==> src/rtl/apb_pkg.sv <==
// Shared state encoding and default geometry for the APB bridge.
// Latency: none (types and constants only).
// Backpressure: none (types and constants only).
// Contents: apb_br_state_e, default bus widths, slave window base/size, timeout, idx_width().
package apb_pkg;

  typedef enum logic [1:0] {
    IDLE   = 2'd0,
    SETUP  = 2'd1,
    ACCESS = 2'd2,
    RESP   = 2'd3
  } apb_br_state_e;

  localparam int          APB_ADDR_W    = 32;
  localparam int          APB_DATA_W    = 32;
  localparam logic [31:0] APB_BASE_ADDR = 32'h4000_0000;
  localparam int          APB_WIN_BITS  = 12;
  localparam int          APB_TIMEOUT   = 16;

  // Slave index width; a single slave still gets a 1-bit index so slices stay legal.
  function automatic int idx_width(input int n);
    return (n > 1) ? $clog2(n) : 1;
  endfunction

endpackage

==> src/rtl/apb_addr_decode.sv <==
// Maps a byte address onto one of NUM_SLV equally sized slave windows.
// Latency: combinational, zero cycles.
// Backpressure: none; pure decode.
// Ports: cmd_addr (in) -> hit (address falls in an existing window), idx (window number).
module apb_addr_decode
  import apb_pkg::*;
#(
  parameter int                    ADDR_WIDTH = APB_ADDR_W,
  parameter int                    NUM_SLV    = 4,
  parameter int                    WIN_BITS   = APB_WIN_BITS,
  parameter int                    IDXW       = idx_width(NUM_SLV),
  parameter logic [ADDR_WIDTH-1:0] BASE_ADDR  = APB_BASE_ADDR
) (
  input  logic [ADDR_WIDTH-1:0] cmd_addr,
  output logic                  hit,
  output logic [IDXW-1:0]       idx
);

  localparam int TOPB = WIN_BITS + IDXW;

  // Offset inside a window never affects the decode.
  logic unused_offset;
  assign unused_offset = ^cmd_addr[WIN_BITS-1:0];

  assign idx = cmd_addr[WIN_BITS +: IDXW];

  // Region compare on the bits above the whole slave block; the index check
  // rejects the unpopulated tail when NUM_SLV is not a power of two.
  assign hit = (cmd_addr[ADDR_WIDTH-1:TOPB] == BASE_ADDR[ADDR_WIDTH-1:TOPB]) &&
               (int'(idx) < NUM_SLV);

endmodule

==> src/rtl/apb_bridge_nport.sv <==
// APB4 requester: one command at a time from a valid/ready port to NUM_SLV peripherals.
// Latency: zero-wait slave gives psel +1, penable +2, rsp_valid +3 cycles after accept; +1 per wait state.
// Backpressure: cmd_ready low from accept until the response handshake; response held until rsp_ready.
// Ports: pclk/presetn; cmd_* command in; rsp_* response out; paddr/psel/penable/pwrite/pwdata/pstrb/pprot
//        shared APB request bus; prdata/pready/pslverr per-slave returns, only the selected slave observed.
module apb_bridge_nport
  import apb_pkg::*;
#(
  parameter int                    ADDR_WIDTH = APB_ADDR_W,
  parameter int                    DATA_WIDTH = APB_DATA_W,
  parameter int                    STRB_WIDTH = DATA_WIDTH / 8,
  parameter int                    NUM_SLV    = 4,
  parameter int                    WIN_BITS   = APB_WIN_BITS,
  parameter logic [ADDR_WIDTH-1:0] BASE_ADDR  = APB_BASE_ADDR,
  parameter int                    TIMEOUT    = APB_TIMEOUT
) (
  input  logic                          pclk,
  input  logic                          presetn,
  input  logic                          cmd_valid,
  output logic                          cmd_ready,
  input  logic                          cmd_write,
  input  logic [ADDR_WIDTH-1:0]         cmd_addr,
  input  logic [DATA_WIDTH-1:0]         cmd_wdata,
  input  logic [STRB_WIDTH-1:0]         cmd_strb,
  input  logic [2:0]                    cmd_prot,
  output logic                          rsp_valid,
  input  logic                          rsp_ready,
  output logic [DATA_WIDTH-1:0]         rsp_rdata,
  output logic                          rsp_err,
  output logic [ADDR_WIDTH-1:0]         paddr,
  output logic [NUM_SLV-1:0]            psel,
  output logic                          penable,
  output logic                          pwrite,
  output logic [DATA_WIDTH-1:0]         pwdata,
  output logic [STRB_WIDTH-1:0]         pstrb,
  output logic [2:0]                    pprot,
  input  logic [NUM_SLV*DATA_WIDTH-1:0] prdata,
  input  logic [NUM_SLV-1:0]            pready,
  input  logic [NUM_SLV-1:0]            pslverr
);

  localparam int IDXW = idx_width(NUM_SLV);
  localparam int CNTW = $clog2(TIMEOUT);   // wait counter runs 0..TIMEOUT-1

  apb_br_state_e         state;
  logic [IDXW-1:0]       idx_q;
  logic [CNTW-1:0]       wcnt;

  logic                  dec_hit;
  logic [IDXW-1:0]       dec_idx;
  logic                  sel_ready;
  logic                  sel_err;
  logic [DATA_WIDTH-1:0] sel_rdata;

  apb_addr_decode #(
    .ADDR_WIDTH (ADDR_WIDTH),
    .NUM_SLV    (NUM_SLV),
    .WIN_BITS   (WIN_BITS),
    .IDXW       (IDXW),
    .BASE_ADDR  (BASE_ADDR)
  ) u_dec (
    .cmd_addr (cmd_addr),
    .hit      (dec_hit),
    .idx      (dec_idx)
  );

  // Only the slave latched at accept time is listened to.
  assign sel_ready = pready[idx_q];
  assign sel_err   = pslverr[idx_q];
  assign sel_rdata = prdata[int'(idx_q) * DATA_WIDTH +: DATA_WIDTH];

  always_ff @(posedge pclk or negedge presetn) begin
    if (!presetn) begin
      state     <= IDLE;
      idx_q     <= '0;
      wcnt      <= '0;
      cmd_ready <= 1'b0;
      rsp_valid <= 1'b0;
      rsp_rdata <= '0;
      rsp_err   <= 1'b0;
      paddr     <= '0;
      psel      <= '0;
      penable   <= 1'b0;
      pwrite    <= 1'b0;
      pwdata    <= '0;
      pstrb     <= '0;
      pprot     <= '0;
    end else begin
      case (state)
        IDLE: begin
          cmd_ready <= 1'b1;
          if (cmd_ready && cmd_valid) begin
            cmd_ready <= 1'b0;
            if (dec_hit) begin
              // APB request bus only moves on a real transfer; it holds otherwise.
              idx_q  <= dec_idx;
              paddr  <= cmd_addr;
              pwrite <= cmd_write;
              pwdata <= cmd_wdata;
              pstrb  <= cmd_write ? cmd_strb : '0;
              pprot  <= cmd_prot;
              psel   <= NUM_SLV'(1) << dec_idx;
              state  <= SETUP;
            end else begin
              rsp_valid <= 1'b1;
              rsp_err   <= 1'b1;
              rsp_rdata <= '0;
              state     <= RESP;
            end
          end
        end

        SETUP: begin
          penable <= 1'b1;
          wcnt    <= '0;
          state   <= ACCESS;
        end

        ACCESS: begin
          if (sel_ready || (wcnt == CNTW'(TIMEOUT - 1))) begin
            psel      <= '0;
            penable   <= 1'b0;
            rsp_valid <= 1'b1;
            state     <= RESP;
            if (sel_ready) begin
              rsp_err   <= sel_err;
              rsp_rdata <= (!pwrite && !sel_err) ? sel_rdata : '0;
            end else begin
              rsp_err   <= 1'b1;
              rsp_rdata <= '0;
            end
          end else begin
            wcnt <= wcnt + 1'b1;
          end
        end

        RESP: begin
          if (rsp_ready) begin
            rsp_valid <= 1'b0;
            cmd_ready <= 1'b1;
            state     <= IDLE;
          end
        end

        default: state <= IDLE;
      endcase
    end
  end

endmodule

==> config.mk <==
export PLATFORM = sky130hd
export DESIGN_NAME = apb_bridge_nport
export DESIGN_NICKNAME = d
export VERILOG_FILES = /design/src/rtl/apb_pkg.sv /design/src/rtl/apb_addr_decode.sv /design/src/rtl/apb_bridge_nport.sv
export SDC_FILE = /design/constraint.sdc
export NUM_CORES = 1
export LEC_CHECK = 0
export ABC_AREA = 1
export ABC_CLOCK_PERIOD_IN_PS = 2200
export BUFFER_PORTS_ARGS = -buffer_cell sky130_fd_sc_hd__buf_2
export CAP_MARGIN = 20
export CORE_AREA = 2 2 128 130
export DETAILED_ROUTE_END_ITERATION = 8
export DIE_AREA = 0 0 130 132
export GPL_ROUTABILITY_DRIVEN = 0
export HOLD_SLACK_MARGIN = 0.02
export PLACE_DENSITY = 0.76
export SYNTH_ARGS = -nofsm -noshare
export SYNTH_HDL_FRONTEND = slang
export SYNTH_SLANG_ARGS = --single-unit
==> constraint.sdc <==
create_clock -name pclk -period 2.2 [get_ports pclk]
set_input_delay 0.44 -clock pclk [delete_from_list [all_inputs] [get_ports pclk]]
set_output_delay 0.44 -clock pclk [all_outputs]
set_load 0.05 [all_outputs]
---- After elaboration in Yosys (flattened, before gate mapping) ----
Cells that the tools add are included.
storage, ports and cells
  register bits after elaboration ......... 120
  output and inout bits ................... 112
  word-level logic and storage cells ...... 82
operators by class
  add/subtract/negate cells ............... 1
  order comparisons ....................... 1
  equality and inequality tests ........... 11
  shifts and indexed selects .............. 2
  muxes and demuxes ....................... 35
  reduce and logical (&&, ||, !) cells .... 18
operators with widths
  operator                                                                 count
  32-bit two-way mux                                                       5
  128-bit by 8-bit variable part select with 32-bit output                 1
  32-bit case mux with 2 select lines                                      1
  4-bit two-way mux                                                        5
  18-bit by 17-bit equality test with 1-bit output, second input constant  1
  4-bit case mux with 2 select lines                                       2
  2-bit != test, second input constant                                     6
  1-bit two-way mux                                                        11
  2-bit two-way mux                                                        4
  2-bit case mux with 4 select lines                                       1
  4-bit AND reduction                                                      2
  1-bit case mux with 2 select lines                                       3
  2-bit AND reduction                                                      3
  3-bit AND reduction                                                      2
  2-bit nonzero test                                                       3
  5-bit AND reduction                                                      1
  4-bit by 1-bit adder with 4-bit output, second input constant            1
  1-bit binary-select mux with 2-bit select                                2
  2-bit equality test, second input constant                               2
  4-bit equality test, second input constant                               1
  1-bit by 2-bit left shift with 4-bit output, first input constant        1
  2-bit by 3-bit < comparator with 1-bit output, second input constant     1
  1-bit case mux with 3 select lines                                       1
  3-bit nonzero test                                                       1
  other kinds (5)                                                          7

---- Logic depth before layout (Yosys ltp) ----
  depth in word-level cells ............... 8
  mapped depth ............................ 10

---- By module ----
From an unflattened synthesis, not the netlist that was laid out.
unflattened totals
  cells, all modules ...................... 890
  area total of the unflattened synthesis .. 6,739.0 sq um
by module, submodules not included
  module            times used  cells an instance  area each (sq um)  sequential area each (sq um)
  apb_bridge_nport  1           871                6,651.4            3,002.9
  apb_addr_decode   1           19                 87.6               0.0

---- Worst setup path after synthesis ----
No wires, ideal clock.
  path kind ............................... reg-to-reg
  start point ............................. register paddr[12] (netlist name)
  end point ............................... register rsp_rdata[0]
  data arrival time ....................... 1,629 ps
  data required time ...................... 2,079 ps
  slack ................................... 450 ps
  cell stages (with the launch flop) ...... 11
  buffers on the path ..................... 1
  clock period less this slack ............ 1,750 ps
  path through ............................ dfrtp_1 > inv_2 > nand2_1 > nand3_1 > nand2_2 > nand3_4 > nand2_4 > nor2_8 > buf_6 > nand2_1 > nand2_1
RTL lines
  element               line                     source
  to (signal assigned)  apb_bridge_nport.sv:127  rsp_rdata <= (!pwrite && !sel_err) ? sel_rdata : '0;
  to (decl)             apb_bridge_nport.sv:28   output logic [DATA_WIDTH-1:0] rsp_rdata,

---- Final worst setup path ----
  start point ............................. register paddr[13]
  end point ............................... output paddr[13]
RTL lines
  element                 line                    source
  from (decl)             apb_bridge_nport.sv:30  output logic [ADDR_WIDTH-1:0] paddr,
  from (signal assigned)  apb_bridge_nport.sv:97  paddr <= cmd_addr;
No word-level cell between the ends.

==> qor_table.md <==
| Step | Metric | This run |
|---|---|---|
| status | Result of the run | finished, final reports clean |
| power and ir drop | Lkg Pwr | 4.99 nW |
| drt | Per-cell via count in the routed design | 4.81 |
| critical path | Max Fanout on Critical Path | 28 |
| critical path | Cell count of the worst reg-to-reg path | 9 |
| die | Die width | 130 µm |
| job | MaxCap Viol Count | 0 |
| yosys | Post-Synthesis Mean Instance Area | 7.39 µm² |
| clocking | Cts-stage hold buffer count | 0 |
| yosys | Leading register cell type out of synthesis | dfrtp_1 |
| yosys | Area share of and/or/nand/nor cells after synthesis | 0.235 |
| drt | Vias | 6690 |
| global route | Global-route wire length before repair | 31600 µm |
| yosys | Cell accounting for the most synthesized area | dfrtp_1 |
| yosys | Main combinational cell family by area after synthesis | simple AND/OR/NAND/NOR gates |
| drt | First-pass detailed-route iteration total | 5 |
| clocking | Clock latency at the later pin of the worst-skew pair | 420 ps |
| global route | Vias in the first global route | 6435 |
| sta | Setup tns final | 0 ps |
| clocking | Number of clock sinks seen by CTS | 118 |
| yosys | Syn nets | 1068 |
| drt | Number of nets still failing antenna checks after routing | 0 |
| die | Number of core rows | 46 |
| sta | Number of max-slew violations in the final report | 0 |
| die | I/O pin cnt | 324 |
| yosys | Arithmetic-cell share of the synthesized area counting full adders, half adders and majority gates | 0.00995 |
| placed design | Worst slack after detailed placement | 239 ps |
| sta | Worst Slack Setup Final | 156 ps |
| drt | Mean routed wirelength per cell | 14.3 µm |
| clocking | Clock tree from TritonCTS | done |
| critical path | Startpoint class of the critical path | register |
| yosys | Cell with the most instances after synthesis | nand2_1 |
| clocking | H-tree levels | 4 |
| yosys | Largest cells by area after synthesis | dfrtp_1 (47%), nand2_1 (10%), nor2_1 (10%) |
| global route | Global route overflow | 0 |
| critical path | Worst path slowest cell | dfrtp_1 |
| yosys | Area fraction of the dominant cell type after synthesis | 0.470 |
| sta | Slew at the pin closest to its max-slew limit | 660 ps |
| sta | Final clock skew | 15.1 ps |
| clocking | Number of gates resized after cts | 0 |
| yosys | Number of warnings printed during yosys synthesis | 0 |
| critical path | Crit path buffers/inverters | 2 |
| drt | Total wirelength of the detailed-routed design | 20000 µm |
| yosys | Cells after synthesis | 851 |
| critical path | Delay-heaviest family, CP | buffers and inverters |
| clocking | Clock transition at path regs | 60 ps |
| yosys | Register bit total from synthesis | 118 |
| critical path | Data required, critical path | 1760 ps |
| die | Height of the chip | 132 µm |
| yosys | Post-synthesis mux area share | 0 |
| final layout | Post-layout instance count excluding filler cells | 1392 |
| sta | Unrepaired setup endpoints after global routing | no |
| global route | Global router's overall resource usage | 0.235 |
| power and ir drop | Power density cells | 792 mW/mm² |
| power and ir drop | Worst-case vdd ir drop | 0.000535 V |
| placed design | Port buffer count | 323 |
| yosys | Number of library cell types mapped by synthesis | 26 |
| yosys | Xor/xnor cell area share of the yosys netlist | 0.00279 |
| clocking | Worst-case clock buffer depth | 2 |
| sta | Final min period | 2040 ps |
| die | Total Die Area | 0.0172 mm² |
| sta | Final period utilization | 0.929 |
| critical path | Crit path kind | register to output port |
| final layout | Growth of design area from synthesis to finish | 38.5% |
| sta | Final number of setup-violating endpoints | 0 |
| clocking | Inserted Clock Buffers | 17 |
| sta | Fmax | 489 MHz |
| clocking | Postcts setup bufs | 0 |
| hold path | Classification of the worst-slack hold path | primary input to async pin |
| yosys | Share of flip-flops with an asynchronous set or reset after synthesis | 1.00 |
| die | Initial Util | 0.400 |
| global route | Antenna violations before repair | 1 |
| critical path | Crit path capture type | output port |
| critical path | Worst endpoint data arrival time | 1600 ps |
| sta | Final Hold Violating Endpoints | 0 |
| yosys | Post-synth top cells | nand2_1 (168), nor2_1 (167), dfrtp_1 (118), inv_1 (116), o21ai_0 (72) |
| critical path | Path length in cells of the critical path | 2 |
| placed design | Final HPWL DP | 14500 µm |
| drt | Initial detailed-routing violation count | 444 |
| global route | Largest net degree at the start of global routing | 119 |
| critical path | Slowest Stage Delay on Critical Path | 510 ps |
| drt | DRC Markers | 0 |
| yosys | Sequential cell area fraction in the yosys report | 0.470 |
| yosys | Synthesized-area fraction occupied by ao, oa, aoi and oai cells | 0.170 |
| clocking | Clock root buffer master | clkbuf_16 |
| critical path | Ordered list of cells on the worst path | buf_4 -> buf_2 |
| sta | Slew margin rel. | 0.560 |
| placed design | # placed instances | 1359 |
| final layout | Share of layout cells above drive strength 1 | 0.328 |
| yosys | Post-Synthesis Cell Area | 0.00628 mm² |
| final layout | Number of nets in the layout | 1379 |
| yosys | EDFF count, synth | 0 |
| die | Area of the placeable core | 0.0157 mm² |
==> final timing paths <==
path | from | end | slack [ps]
worst min-delay path | presetn | rsp_valid | 90
worst min register to register | paddr[31] | paddr[31] | 460
min in group pclk | cmd_strb[3] | pstrb[3] | 250
worst max-delay path | paddr[13] | paddr[13] | 160
max in group asynchronous | presetn | pwdata[13] | 1590
worst max register to register | state[0] | rsp_err | 260
==> placed cells by master, fill, tap and decap left out, drive strengths merged <==
master / synthesis / layout
a21oi: 51 / 51
buf: 37 / 341
bufinv: 0 / 1
clkbuf: 12 / 17
clkinv: 0 / 1
clkinvlp: 0 / 3
dfrtp: 118 / 118
diode: 0 / 1
ha: 5 / 5
inv: 119 / 129
nand2: 171 / 171
nand3: 22 / 22
nand4: 2 / 2
nor2: 169 / 169
nor3: 4 / 4
o21ai: 72 / 72
o21bai: 34 / 34
o22ai: 32 / 32
or2: 1 / 1
xor2: 2 / 2
==> logic make-up (layout without fill, tap and decap cells) <==
group,after synthesis,in the layout
AND/OR/NAND/NOR,369,369
AO/OA/AOI/OAI,189,189
buffers and inverters,168,492
flip-flops,118,118
adder cells (fa/ha/maj),5,5
XOR/XNOR,2,2
other,0,1
==> area by class of cell <==
cell class              count  area, µm²
fillers                  1467       7010
repair buffers            341       1820
clock buffers              17        425
well taps                 216        270
inverters                 119        447
clock inverters            15        161
flip-flops and latches    118       2950
diodes                      1       2.50
multi-input cells         565       2630
==> registers in the layout (all words and copies together), names as in the netlist <==
name / cells
rsp_valid: 1
pprot: 3
pwrite: 1
wcnt: 4
rsp_err: 1
state: 2
pstrb: 4
rsp_rdata: 32
pwdata: 32
psel: 4
penable: 1
paddr: 32
cmd_ready: 1
==> where the power goes <==
part / switching (mW) / internal [mW]
sequential: 0.0721 / 2.28
combinational: 1.28 / 0.527
clock: 1.14 / 1.61
==> stage by stage <==
stage | hold slack [ps] | utilization | total power [mW] | cell area, µm²
2_1_floorplan | 144 | - | 3.68 | 6280
3_3_place_gp | 445 | 0.517 | 4.18 | 8120
5_1_grt | 139 | 0.554 | 7.26 | 8710
4_1_cts | 141 | 0.554 | 6.98 | 8700
3_5_place_dp | 447 | 0.517 | 4.20 | 8120
6_report | 91.1 | 0.554 | 6.90 | 8710
==> routing by layer <==
layer	track usage	wire (µm)
met1	0.285	8200
met2	0.393	9830
met3	0.0528	1210
met4	0.109	739
met5	0	0
Note: power is estimated with default switching activity, not from simulation.
